### config.mk
export PLATFORM = sky130hd
export DESIGN_NAME = i2s_tx
export DESIGN_NICKNAME = d
export VERILOG_FILES = /design/src/rtl/i2s_tx.sv
export SDC_FILE = /design/constraint.sdc
export NUM_CORES = 1
export LEC_CHECK = 0
export CAP_MARGIN = 20
export CORE_UTILIZATION = 55
export CTS_BUF_LIST = sky130_fd_sc_hd__clkbuf_4 sky130_fd_sc_hd__clkbuf_8
export DETAILED_ROUTE_END_ITERATION = 10
export HOLD_SLACK_MARGIN = 0.02
export PLACE_DENSITY = 0.8
export SYNTH_ARGS = -nofsm -noshare
export SYNTH_HDL_FRONTEND = slang
export SYNTH_SLANG_ARGS = --single-unit
### constraint.sdc
create_clock -name clk -period 2.7 [get_ports clk]
set_input_delay 0.54 -clock clk [delete_from_list [all_inputs] [get_ports clk]]
set_output_delay 0.54 -clock clk [all_outputs]
set_load 0.01 [all_outputs]
### src/rtl/i2s_tx.sv
// i2s_tx: I2S transmitter with a stereo frame FIFO.
// bclk/lrclk arrive asynchronously and are synchronised into clk; serial
// data leaves MSB first, one bclk after each lrclk edge.
// Optional feature: define I2S_TX_UNDERRUN_REPEAT_EN to resend the last popped
// frame on underrun; by default an underrun sends zero on both channels.
module i2s_tx #(
    parameter int SAMPLE_WIDTH = 16,
    parameter int FIFO_DEPTH   = 4
) (
    input  logic                          clk,
    input  logic                          reset,
    input  logic                          bclk,
    input  logic                          lrclk,
    input  logic                          s_valid,
    output logic                          s_ready,
    input  logic signed [SAMPLE_WIDTH-1:0] s_left,
    input  logic signed [SAMPLE_WIDTH-1:0] s_right,
    output logic                          dacda,
    output logic                          underrun,
    output logic [$clog2(FIFO_DEPTH):0]   fifo_level
);
    localparam int PTR_W = $clog2(FIFO_DEPTH);
    localparam int LVL_W = PTR_W + 1;
    localparam int CNT_W = $clog2(SAMPLE_WIDTH + 1);
    localparam logic [LVL_W-1:0] LVL_FULL = LVL_W'(FIFO_DEPTH);
    localparam logic [CNT_W-1:0] CNT_DONE = CNT_W'(SAMPLE_WIDTH);

    typedef enum logic [1:0] {IDLE, LEFT, RIGHT} state_t;

    logic [2:0]                  bclk_sync_q, lrclk_sync_q;
    logic                        bclk_fall, lr_fall, lr_rise;
    logic [2*SAMPLE_WIDTH-1:0]   mem_q [FIFO_DEPTH];
    logic [PTR_W-1:0]            wr_ptr_q, rd_ptr_q;
    logic [LVL_W-1:0]            level_q;
    logic                        push, pop, fifo_empty;
    state_t                      state_q, state_d;
    logic                        load_left, load_right;
    logic                        underrun_q, underrun_d;
    logic [2*SAMPLE_WIDTH-1:0]   fallback_frame, next_frame;
    logic signed [SAMPLE_WIDTH-1:0] shift_q, hold_q;
    logic [CNT_W-1:0]            bit_cnt_q;
    logic                        dacda_q;

    // Three-flop synchronisers; stage 2 is the level, stage 2 vs 3 the edge.
    always_ff @(posedge clk) begin
        if (reset) begin
            bclk_sync_q  <= '0;
            lrclk_sync_q <= '0;
        end else begin
            bclk_sync_q  <= {bclk_sync_q[1:0], bclk};
            lrclk_sync_q <= {lrclk_sync_q[1:0], lrclk};
        end
    end

    assign bclk_fall = bclk_sync_q[2] & ~bclk_sync_q[1];
    assign lr_fall   = lrclk_sync_q[2] & ~lrclk_sync_q[1];
    assign lr_rise   = ~lrclk_sync_q[2] & lrclk_sync_q[1];

    assign fifo_empty = (level_q == '0);
    assign s_ready    = ~reset & (level_q != LVL_FULL);
    assign push       = s_valid & s_ready;

    // Frame storage: left sample in the upper half, right in the lower half.
    always_ff @(posedge clk) begin
        if (push) begin
            mem_q[wr_ptr_q] <= {s_left, s_right};
        end
    end

    // FIFO pointers and occupancy; simultaneous push and pop leave the level unchanged.
    always_ff @(posedge clk) begin
        if (reset) begin
            wr_ptr_q <= '0;
            rd_ptr_q <= '0;
            level_q  <= '0;
        end else begin
            if (push) wr_ptr_q <= wr_ptr_q + PTR_W'(1);
            if (pop)  rd_ptr_q <= rd_ptr_q + PTR_W'(1);
            case ({push, pop})
                2'b10:   level_q <= level_q + LVL_W'(1);
                2'b01:   level_q <= level_q - LVL_W'(1);
                default: level_q <= level_q;
            endcase
        end
    end

    // Channel state register.
    always_ff @(posedge clk) begin
        if (reset) state_q <= IDLE;
        else       state_q <= state_d;
    end

    // Next channel and word-load strobes; a falling lrclk always restarts at LEFT.
    always_comb begin
        state_d    = state_q;
        load_left  = 1'b0;
        load_right = 1'b0;
        case (state_q)
            IDLE: begin
                if (lr_fall) begin
                    state_d   = LEFT;
                    load_left = 1'b1;
                end
            end
            LEFT, RIGHT: begin
                if (lr_fall) begin
                    state_d   = LEFT;
                    load_left = 1'b1;
                end else if (lr_rise) begin
                    state_d    = RIGHT;
                    load_right = 1'b1;
                end
            end
            default: state_d = IDLE;
        endcase
    end

    assign pop        = load_left & ~fifo_empty;
    assign underrun_d = load_left & fifo_empty;

`ifdef I2S_TX_UNDERRUN_REPEAT_EN
    logic [2*SAMPLE_WIDTH-1:0] last_frame_q;

    // Remember the most recently popped frame for replay on underrun.
    always_ff @(posedge clk) begin
        if (reset)    last_frame_q <= '0;
        else if (pop) last_frame_q <= mem_q[rd_ptr_q];
    end

    assign fallback_frame = last_frame_q;
`else
    assign fallback_frame = '0;
`endif

    assign next_frame = pop ? mem_q[rd_ptr_q] : fallback_frame;

    // One-clk underrun strobe.
    always_ff @(posedge clk) begin
        if (reset) underrun_q <= 1'b0;
        else       underrun_q <= underrun_d;
    end

    // Word load has priority over shifting; bits leave MSB first on bclk falls
    // and the line idles low once the word is exhausted.
    always_ff @(posedge clk) begin
        if (reset) begin
            shift_q   <= '0;
            hold_q    <= '0;
            bit_cnt_q <= '0;
            dacda_q   <= 1'b0;
        end else if (load_left) begin
            shift_q   <= next_frame[2*SAMPLE_WIDTH-1:SAMPLE_WIDTH];
            hold_q    <= next_frame[SAMPLE_WIDTH-1:0];
            bit_cnt_q <= '0;
        end else if (load_right) begin
            shift_q   <= hold_q;
            bit_cnt_q <= '0;
        end else if (state_q == IDLE) begin
            dacda_q <= 1'b0;
        end else if (bclk_fall) begin
            if (bit_cnt_q != CNT_DONE) begin
                dacda_q   <= shift_q[SAMPLE_WIDTH-1];
                shift_q   <= {shift_q[SAMPLE_WIDTH-2:0], 1'b0};
                bit_cnt_q <= bit_cnt_q + CNT_W'(1);
            end else begin
                dacda_q <= 1'b0;
            end
        end
    end

    assign dacda      = dacda_q;
    assign underrun   = underrun_q;
    assign fifo_level = level_q;

endmodule

==> results of run 1 <==
## Yosys cell counts, drive strengths merged
library cell	instances	area, um2
nor4bb	1	10.0
inv	30	113
a22oi	17	163
and2	6	40.0
and2b	1	7.51
a211oi	1	12.5
nand2b	1	6.26
buf	21	144
o211ai	1	7.51
xnor2	3	45.1
mux2i	1	10.0
nand4bb	1	27.5
a31oi	1	6.26
a221oi	16	140
o21a	16	120
o31ai	16	120
nand2	22	90.1
nor3b	1	12.5
fa	1	20.0
nor2b	6	37.5
xor2	6	52.6
clkbuf	5	18.8
o21ai	3	15.0
nor2	27	101
ha	11	138
dfxtp	56	1120
nor4	2	12.5
edfxtp	128	3840
or3	2	17.5
mux4	32	721
nand3	5	25.0
a21oi	6	33.8
nor3	6	30.0
## flip-flops by register name, summed over array words and instances (netlist names), named ones only
register / count
bclk_sync_q: 3
bit_cnt_q: 5
dacda: 1
fifo_level: 3
hold_q: 16
lrclk_sync_q: 3
mem_q: 128
rd_ptr_q: 2
shift_q: 16
state_q: 2
underrun: 1
wr_ptr_q: 2
## critical path, delay by kind of cell (launching register included)
kind	cells	cell delay (ps)
AOI/OAI and AO/OA	1	160
buffers and inverters	1	570
DFF	1	430
and+or+nand+nor	1	110
## power by group through the flow
stage | sequential (uW) | clock (uW) | combinational (uW)
4_1_cts | 3120 | 1750 | 275
3_5_place_dp | 3180 | 0 | 273
3_3_place_gp | 3170 | 0 | 263
6_report | 3110 | 1720 | 272
2_1_floorplan | 3170 | 0 | 144
5_1_grt | 3120 | 1860 | 297
## routing by layer
metal / GRT usage / vias up / wire length, um
met5: 0 / - / 0
met4: 0.0945 / 0 / 251
met3: 0.0458 / 20 / 514
met2: 0.340 / 99 / 6490
met1: 0.274 / 2001 / 5500
li1: - / 1820 / -
## area by class of cell
type,instances,share of cell area
clock buffer,19,0.0301
clock inverter,13,0.0147
inverter,30,0.0136
multi-input combinational,212,0.245
sequential,184,0.601
tap,172,0.0260
timing repair buffer,56,0.0705
## stage by stage
| stage | power [uW] | cells | area (um2) | util | setup WS (ps) |
|---|---|---|---|---|---|
| after floorplan | 3320 | 452 | 7260 | - | 408 |
| after CTS | 5140 | 686 | 8270 | 0.650 | 440 |
| after global routing | 5280 | 686 | 8270 | 0.650 | 296 |
| after global placement | 3440 | 654 | 7900 | 0.621 | 356 |
| after detailed placement | 3450 | 654 | 7900 | 0.621 | 223 |
| final | 5100 | 686 | 8270 | 0.650 | 432 |
## kinds of logic after synthesis
family,Yosys count,synth area share
AO/OA/AOI/OAI,77,0.0851
XOR/XNOR,9,0.0134
multiplexers,33,0.101
adder cells (fa/ha/maj),12,0.0217
flip-flops,184,0.684
buffers and inverters,56,0.0379
AND/OR/NAND/NOR,81,0.0575
## worst max-delay path by stage
stage	start	end	slack [ps]	cells after the start
after floorplan	state_q[0]$_SDFFE_PP0P_	fifo_level[2]$_SDFFE_PP0P_	410	11
after global placement	s_valid	fifo_level[2]$_SDFFE_PP0P_	360	10
after detailed placement	s_valid	fifo_level[2]$_SDFFE_PP0P_	220	10
after CTS	lrclk_sync_q[1]$_SDFF_PP0_	fifo_level[2]$_SDFFE_PP0P_	440	10
after global routing	lrclk_sync_q[1]$_SDFF_PP0_	fifo_level[2]$_SDFFE_PP0P_	300	10
final	fifo_level[0]$_SDFFE_PP0P_	s_ready	430	3
==> run metrics, run 1 <==
RSZ-0062 raised after global routing=no; Iteration-0 DRC Markers=236; setup_tns=0 ps; flop2flop setup slack=440 ps; Multi-input gate area=2020 um2; core area=12700 um2; fmax=441 MHz; Tcrit/Tclk final=0.840; Hold Vio Cnt, Final=0; Max-Cap Viols=0; Synth Net Count=501; syn_area_per_cell=16.1 um2; drt pass-1 iters=5; Worst Skew=9.16 ps; critical path's slowest cell=clkdlybuf4s50_1; worst reg2reg startpoint=state_q[0]$_SDFFE_PP0P_; layout cell share with drive strength beyond 1=0.187; GR Util All Layers=0.210; Max H-tree Level=4; Worst Tran Pin Value=690 ps; Synth Register Bits=184; FF-to-FF End=fifo_level[2]$_SDFFE_PP0P_; hold path startpoint=reset; switching power=1130 uW; CP Cell Sequence=nor2_1, a21oi_1, clkdlybuf4s50_1; Syn Inst Count=452; hold buffer count at CTS=0; Seq/Total Area, Yosys=0.684; critical path's largest stage delay=570 ps; Critical Path End Type=output port; Comb pwr share=0.053; worst hold stages=2; placer congestion estimate=0.765; Cell Area, Synth=7260 um2; Vias/cell=5.74; NumNets Final=550; crit start category=flip-flop; fillers=905; die extent in x=117 um; number of global-route vias before repair=4075; first-pass GRT wire length=20800 um; commonest non-fill, non-tap cell in the layout=edfxtp_1; Critical Path RT=2160 ps; DRC=0; outcome=complete, no violations; max-slew violations=0; leakage=0.00264 uW; most frequent cells in the layout=edfxtp_1, dfxtp_1, clkdlybuf4s50_1, mux4_2, inv_1; Rel. slew slack=0.540; initial antenna violation count=0; worst vdd ir=0.544 mV; Clk pwr share=0.336; via count=3940; CTS root buffer=clkbuf_8; IO Count=43; R2R depth=9; hold endpoint=fifo_level[1]$_SDFFE_PP0P_; Initial Utilization=0.571; # diodes=0; register share of total power=0.610; largest net degree at the start of global routing=45; area growth from synthesis to layout=13.9%; switching share of power=0.221; Max Buffers Root-to-Sink=2; Post-DRT Antenna Nets=0; row count=41; final wirelength=12800 um; Power Dens Cells=617 nW/um2; die area=13700 um2; internal power=3980 uW; YS warnings=0; Hold Worst Slack=415 ps; CP arrival=1730 ps; die height=117 um; Clk pin slew, worst setup/hold paths=90 ps; crit path time final=2270 ps; Setup CP Type=flip-flop to output port; sequential cell area=4970 um2; dpl hpwl=7880 um; cts bufs inserted=17; Final setup viols=0; gr ovfl total=0; clock sink count=184; unique cell type count in the Yosys netlist=42; Clk Latency, worst-skew pair=460 ps; # port buffers=42; post-CTS repair timing setup buffer count=0; CTS-repair resized insts=0; Min-Delay Path Class=input port to flip-flop; CTS tree=done; DR WL/cell=18.6 um; critical path fanouts, max=5
Note: power is estimated with default switching activity, not from simulation.
==> inputs of run 2 (changes only) <==
Clock period 2.7 ns to 2.2 ns, I/O delays scaled along.
==> run metrics, run 2 (same netlist as run 1, synthesis figures left out) <==
drt pass-1 iters=5 (unchanged); Hold Worst Slack=441 ps (+26.5 ps); # port buffers=42 (unchanged); placed cells=654 (unchanged); hold buffer count at CTS=0 (unchanged); Initial Utilization=0.571 (unchanged); die extent in x=117 um (unchanged); Max H-tree Level=4 (unchanged); dpl hpwl=7710 um (-2.2%); DR WL/cell=18.3 um (-1.8%); Max Buffers Root-to-Sink=2 (unchanged); layout cell share with drive strength beyond 1=0.198 (+0.0113); flop2flop setup slack=120 ps (-320 ps); row count=41 (unchanged); placer congestion estimate=0.824 (+7.7%); CTS root buffer=clkbuf_8; CP Capture Point=s_ready; Power Dens Cells=750 nW/um2 (+21%); crit path time final=2100 ps; Clk Latency, worst-skew pair=470 ps (about the same); Post-DRT Antenna Nets=0 (unchanged); DRC=0 (unchanged); clock sink count=184 (unchanged); initial antenna violation count=0 (unchanged); NumNets Final=551 (+0.18%); Tcrit/Tclk final=0.956; pre-CTS WS=-120 ps (-343 ps); Final setup viols=0 (unchanged); Min-Delay Path Class=flip-flop to flip-flop; critical path fanouts, max=5 (unchanged); gr ovfl total=0 (unchanged); Rel. slew slack=0.499 (-0.0406); FF-to-FF End=fifo_level[2]$_SDFFE_PP0P_; Vias/cell=5.76 (+0.29%); max FFs per register=128 (unchanged); Iteration-0 DRC Markers=391 (+66%); core area=12700 um2 (unchanged); via count=3957 (+0.43%); area growth from synthesis to layout=14.3%; Critical Path RT=1760 ps (-400 ps); Worst Skew=12.6 ps (+3.44 ps); final worst slack=96.9 ps (-335 ps); RSZ-0062 raised after global routing=no; GR Util All Layers=0.210 (+0.000635); leakage=0.00264 uW (+0.27%); die height=117 um (unchanged); IO Count=43 (unchanged); max-slew violations=0 (unchanged); cts bufs inserted=17 (unchanged); Critical Path Source=fifo_level[1]$_SDFFE_PP0P_; Worst Tran Pin Value=751 ps (+60.9 ps); register bank with the most flops=mem_q; die area=13700 um2 (unchanged); Top Registers=mem_q x128, hold_q x16, shift_q x16; fmax=475 MHz; Hold Vio Cnt, Final=0 (unchanged); Non-Filler Instances=687 (+0.15%); outcome=complete, no violations; largest net degree at the start of global routing=56 (+24%); # diodes=0 (unchanged); worst reg2reg startpoint=state_q[0]$_SDFFE_PP0P_; Critical Path End Type=output port; worst vdd ir=0.606 mV (+11%); CTS tree=done; Max-Cap Viols=0 (unchanged); Setup CP Type=flip-flop to output port; commonest non-fill, non-tap cell in the layout=edfxtp_1; most frequent cells in the layout=edfxtp_1, dfxtp_1, clkdlybuf4s50_1, mux4_2, inv_1; number of global-route vias before repair=3986 (-2.2%); final wirelength=12500 um (-1.7%); R2R depth=9 (unchanged); first-pass GRT wire length=20400 um (-1.7%); crit start category=flip-flop; CP arrival=1660 ps (-70 ps); Clk pin slew, worst setup/hold paths=90 ps (about the same)
-- run 2: worst min path at each step --
| stage | start | slack (ps) | endpoint | cells after the start |
|---|---|---|---|---|
| after floorplan | bclk_sync_q[0]$_SDFF_PP0_ | 410 | bclk_sync_q[1]$_SDFF_PP0_ | 1 |
| after global placement | bclk_sync_q[0]$_SDFF_PP0_ | 430 | bclk_sync_q[1]$_SDFF_PP0_ | 1 |
| after detailed placement | lrclk_sync_q[0]$_SDFF_PP0_ | 430 | lrclk_sync_q[1]$_SDFF_PP0_ | 1 |
| after CTS | lrclk_sync_q[0]$_SDFF_PP0_ | 440 | lrclk_sync_q[1]$_SDFF_PP0_ | 1 |
| after global routing | lrclk_sync_q[0]$_SDFF_PP0_ | 470 | lrclk_sync_q[1]$_SDFF_PP0_ | 1 |
| final | lrclk_sync_q[0]$_SDFF_PP0_ | 440 | lrclk_sync_q[1]$_SDFF_PP0_ | 1 |
-- run 2: repair_timing --
item                       4_1_cts  5_1_grt
gates resized for setup          0        2
setup endpoints to repair        0        2
setup buffers                    0        1
-- run 2: worst max-delay path, stage by stage, from the launching register on --
cell and delay (ps):
dfxtp_1 410, nor2_1 90, a21oi_1 140, clkdlybuf4s50_1 550
-- run 2: cell type report --
type / count / area, um2
multi-input cells: 212 / 2040
clock inverters: 9 / 67.6
well taps: 172 / 215
inverters: 30 / 113
fillers: 897 / 4420
repair buffers: 57 / 603
flip-flops and latches: 184 / 4970
clock buffers: 23 / 292
-- run 2: stage by stage --
step / setup TNS (ps) / area [um2] / power (uW) / util
2_1_floorplan: 0 / 7280 / 4070 / -
3_3_place_gp: -19.2 / 7930 / 4220 / 0.623
3_5_place_dp: -191 / 7930 / 4240 / 0.623
4_1_cts: 0 / 8290 / 6250 / 0.651
5_1_grt: 0 / 8300 / 6430 / 0.652
6_report: 0 / 8300 / 6220 / 0.652
-- run 2: layer usage --
layer | vias to the layer above | GRT usage | share of wire
met3 | 21 | 0.0541 | 0.043
met4 | 0 | 0.112 | 0.023
met1 | 2003 | 0.255 | 0.41
li1 | 1822 | - | -
met2 | 111 | 0.349 | 0.52
met5 | - | 0 | 0
-- run 2: report_power, final --
part           switching [uW]  leakage [uW]  total, uW  internal (uW)
combinational             172      0.000844        339            167
clock                    1160      0.000183       2060            900
sequential               33.0       0.00162       3820           3790
==> inputs of run 3 (changes only) <==
Settings changed: SETUP_SLACK_MARGIN from default to 0.1.
==> run metrics, run 3 (same netlist as run 1, synthesis figures left out) <==
internal power=4870 uW (+0.21%); RSZ-0062 raised after global routing=yes; Tcrit/Tclk final=0.926 (-0.0299); GR Util All Layers=0.212 (+0.00164); Max-Cap Viols=0 (unchanged); Max H-tree Level=4 (unchanged); die extent in x=117 um (unchanged); worst vdd ir=0.671 mV (+11%); cts bufs inserted=17 (unchanged); Vias/cell=5.71 (-0.92%); number of global-route vias before repair=4053 (+1.7%); die area=13700 um2 (unchanged); Comb pwr share=0.057 (+0.003); Clk pin slew, worst setup/hold paths=90 ps (about the same); Clk Latency, worst-skew pair=460 ps (about the same); area growth from synthesis to layout=16.0%; Max Buffers Root-to-Sink=2 (unchanged); NumNets Final=557 (+1.1%); # port buffers=42 (unchanged); DR WL/cell=18.4 um (+0.97%); clock sink count=184 (unchanged); Iteration-0 DRC Markers=274 (-30%); hold buffer count at CTS=0 (unchanged); # diodes=0 (unchanged); fillers=911 (+1.6%); Power Dens Cells=740 nW/um2 (-1.3%); most frequent cells in the layout=edfxtp_1, dfxtp_1, clkdlybuf4s50_1, mux4_2, inv_1; fmax=491 MHz (+3.2%); via count=3949 (-0.20%); CP arrival=2440 ps (+780 ps); flop2flop setup slack=160 ps (+40 ps); sequential cell area=4970 um2 (about the same); max-slew violations=0 (unchanged); Post-Layout Inst Area=8420 um2 (+1.5%); commonest non-fill, non-tap cell in the layout=edfxtp_1; register bank with the most flops=mem_q; Critical Path End Type=flip-flop; switching share of power=0.220 (about the same); row count=41 (unchanged); IO Count=43 (unchanged); drt pass-1 iters=5 (unchanged); register share of total power=0.613 (about the same); Final Power=6240 uW (+0.24%); Rel. slew slack=0.673 (+0.174); Placed Area=8000 um2 (+0.92%); die height=117 um (unchanged); first-pass GRT wire length=20800 um (+1.7%); Initial Utilization=0.571 (unchanged); Min-Delay Path Class=flip-flop to flip-flop; leakage=0.00271 uW (+2.4%); Hold Vio Cnt, Final=0 (unchanged); crit start category=flip-flop; dpl hpwl=8120 um (+5.3%); Post-DRT Antenna Nets=0 (unchanged); Worst Tran Pin Value=490 ps (-261 ps); Multi-input gate area=2080 um2 (+1.8%); gr ovfl total=0 (unchanged); max FFs per register=128 (unchanged); initial antenna violation count=0 (unchanged); layout cell share with drive strength beyond 1=0.223 (+0.0250); Clk pwr share=0.330 (about the same); CTS root buffer=clkbuf_8; critical path fanouts, max=3 (-2); crit path time final=2040 ps (-65.8 ps); switching power=1370 uW (+0.34%); Top Registers=mem_q x128, hold_q x16, shift_q x16; core area=12700 um2 (unchanged); outcome=complete, no violations; largest net degree at the start of global routing=36 (-36%); Final setup viols=0 (unchanged); CTS tree=done; Worst Skew=12.5 ps (-0.122 ps); placer congestion estimate=0.775 (-6.0%); Setup CP Type=flip-flop to flip-flop; DRC=0 (unchanged); final wirelength=12800 um (+1.7%); Critical Path RT=2600 ps (+840 ps)
[run 3: final timing paths]
check | start | endpoint | depth (start not counted)
worst max-delay path | state_q[1]$_SDFFE_PP0P_ | fifo_level[2]$_SDFFE_PP0P_ | 9
worst min-delay path | lrclk_sync_q[0]$_SDFF_PP0_ | lrclk_sync_q[1]$_SDFF_PP0_ | 1
worst max register to register | state_q[1]$_SDFFE_PP0P_ | fifo_level[2]$_SDFFE_PP0P_ | 9
worst min register to register | lrclk_sync_q[0]$_SDFF_PP0_ | lrclk_sync_q[1]$_SDFF_PP0_ | 1
[run 3: worst max-delay path: stages (launching register included)]
cell	delay, ps
dfxtp_1	340
ha_2	180
and2b_1	210
and2_4	160
ha_4	120
inv_1	40
fa_2	330
xor2_1	150
or3_1	320
a21oi_2	120
[run 3: final cells by class]
type / count / share of cell area
Sequential cell: 184 / 0.590
Multi-Input combinational cell: 212 / 0.247
Timing Repair Buffer: 63 / 0.0817
Clock buffer: 17 / 0.0278
Tap cell: 172 / 0.0255
Clock inverter: 14 / 0.0149
Inverter: 30 / 0.0134
[run 3: layer usage]
metal	routed length, um	global-route usage	vias up
li1	-	-	1839
met1	5020	0.253	1974
met2	6760	0.372	122
met3	784	0.0510	14
met4	189	0.0835	0
met5	0	0	-
[run 3: stage by stage]
step                setup WS (ps)  hold WS (ps)   util  TNS (ps)  std cells
floorplan                    40.2           414      -         0        452
global placement            -15.8           431  0.629     -15.8        658
detailed placement           -122           432  0.629      -193        658
CTS                           106           434  0.658         0        690
global route                 47.3           462  0.662         0        692
finish                        163           451  0.662         0        692
[run 3: power groups by stage]
stage | clock, uW | sequential [uW] | combinational (uW)
after floorplan | 0 | 3890 | 180
after global placement | 0 | 3890 | 344
after detailed placement | 0 | 3900 | 353
after CTS | 2100 | 3820 | 356
after global routing | 2220 | 3830 | 387
final | 2060 | 3820 | 355
[run 3: what timing repair did]
| item | 4_1_cts | 5_1_grt |
|---|---|---|
| buffers inserted | 1 | 2 |
| setup endpoints to repair | 2 | 14 |
| gates resized for setup | 3 | 9 |
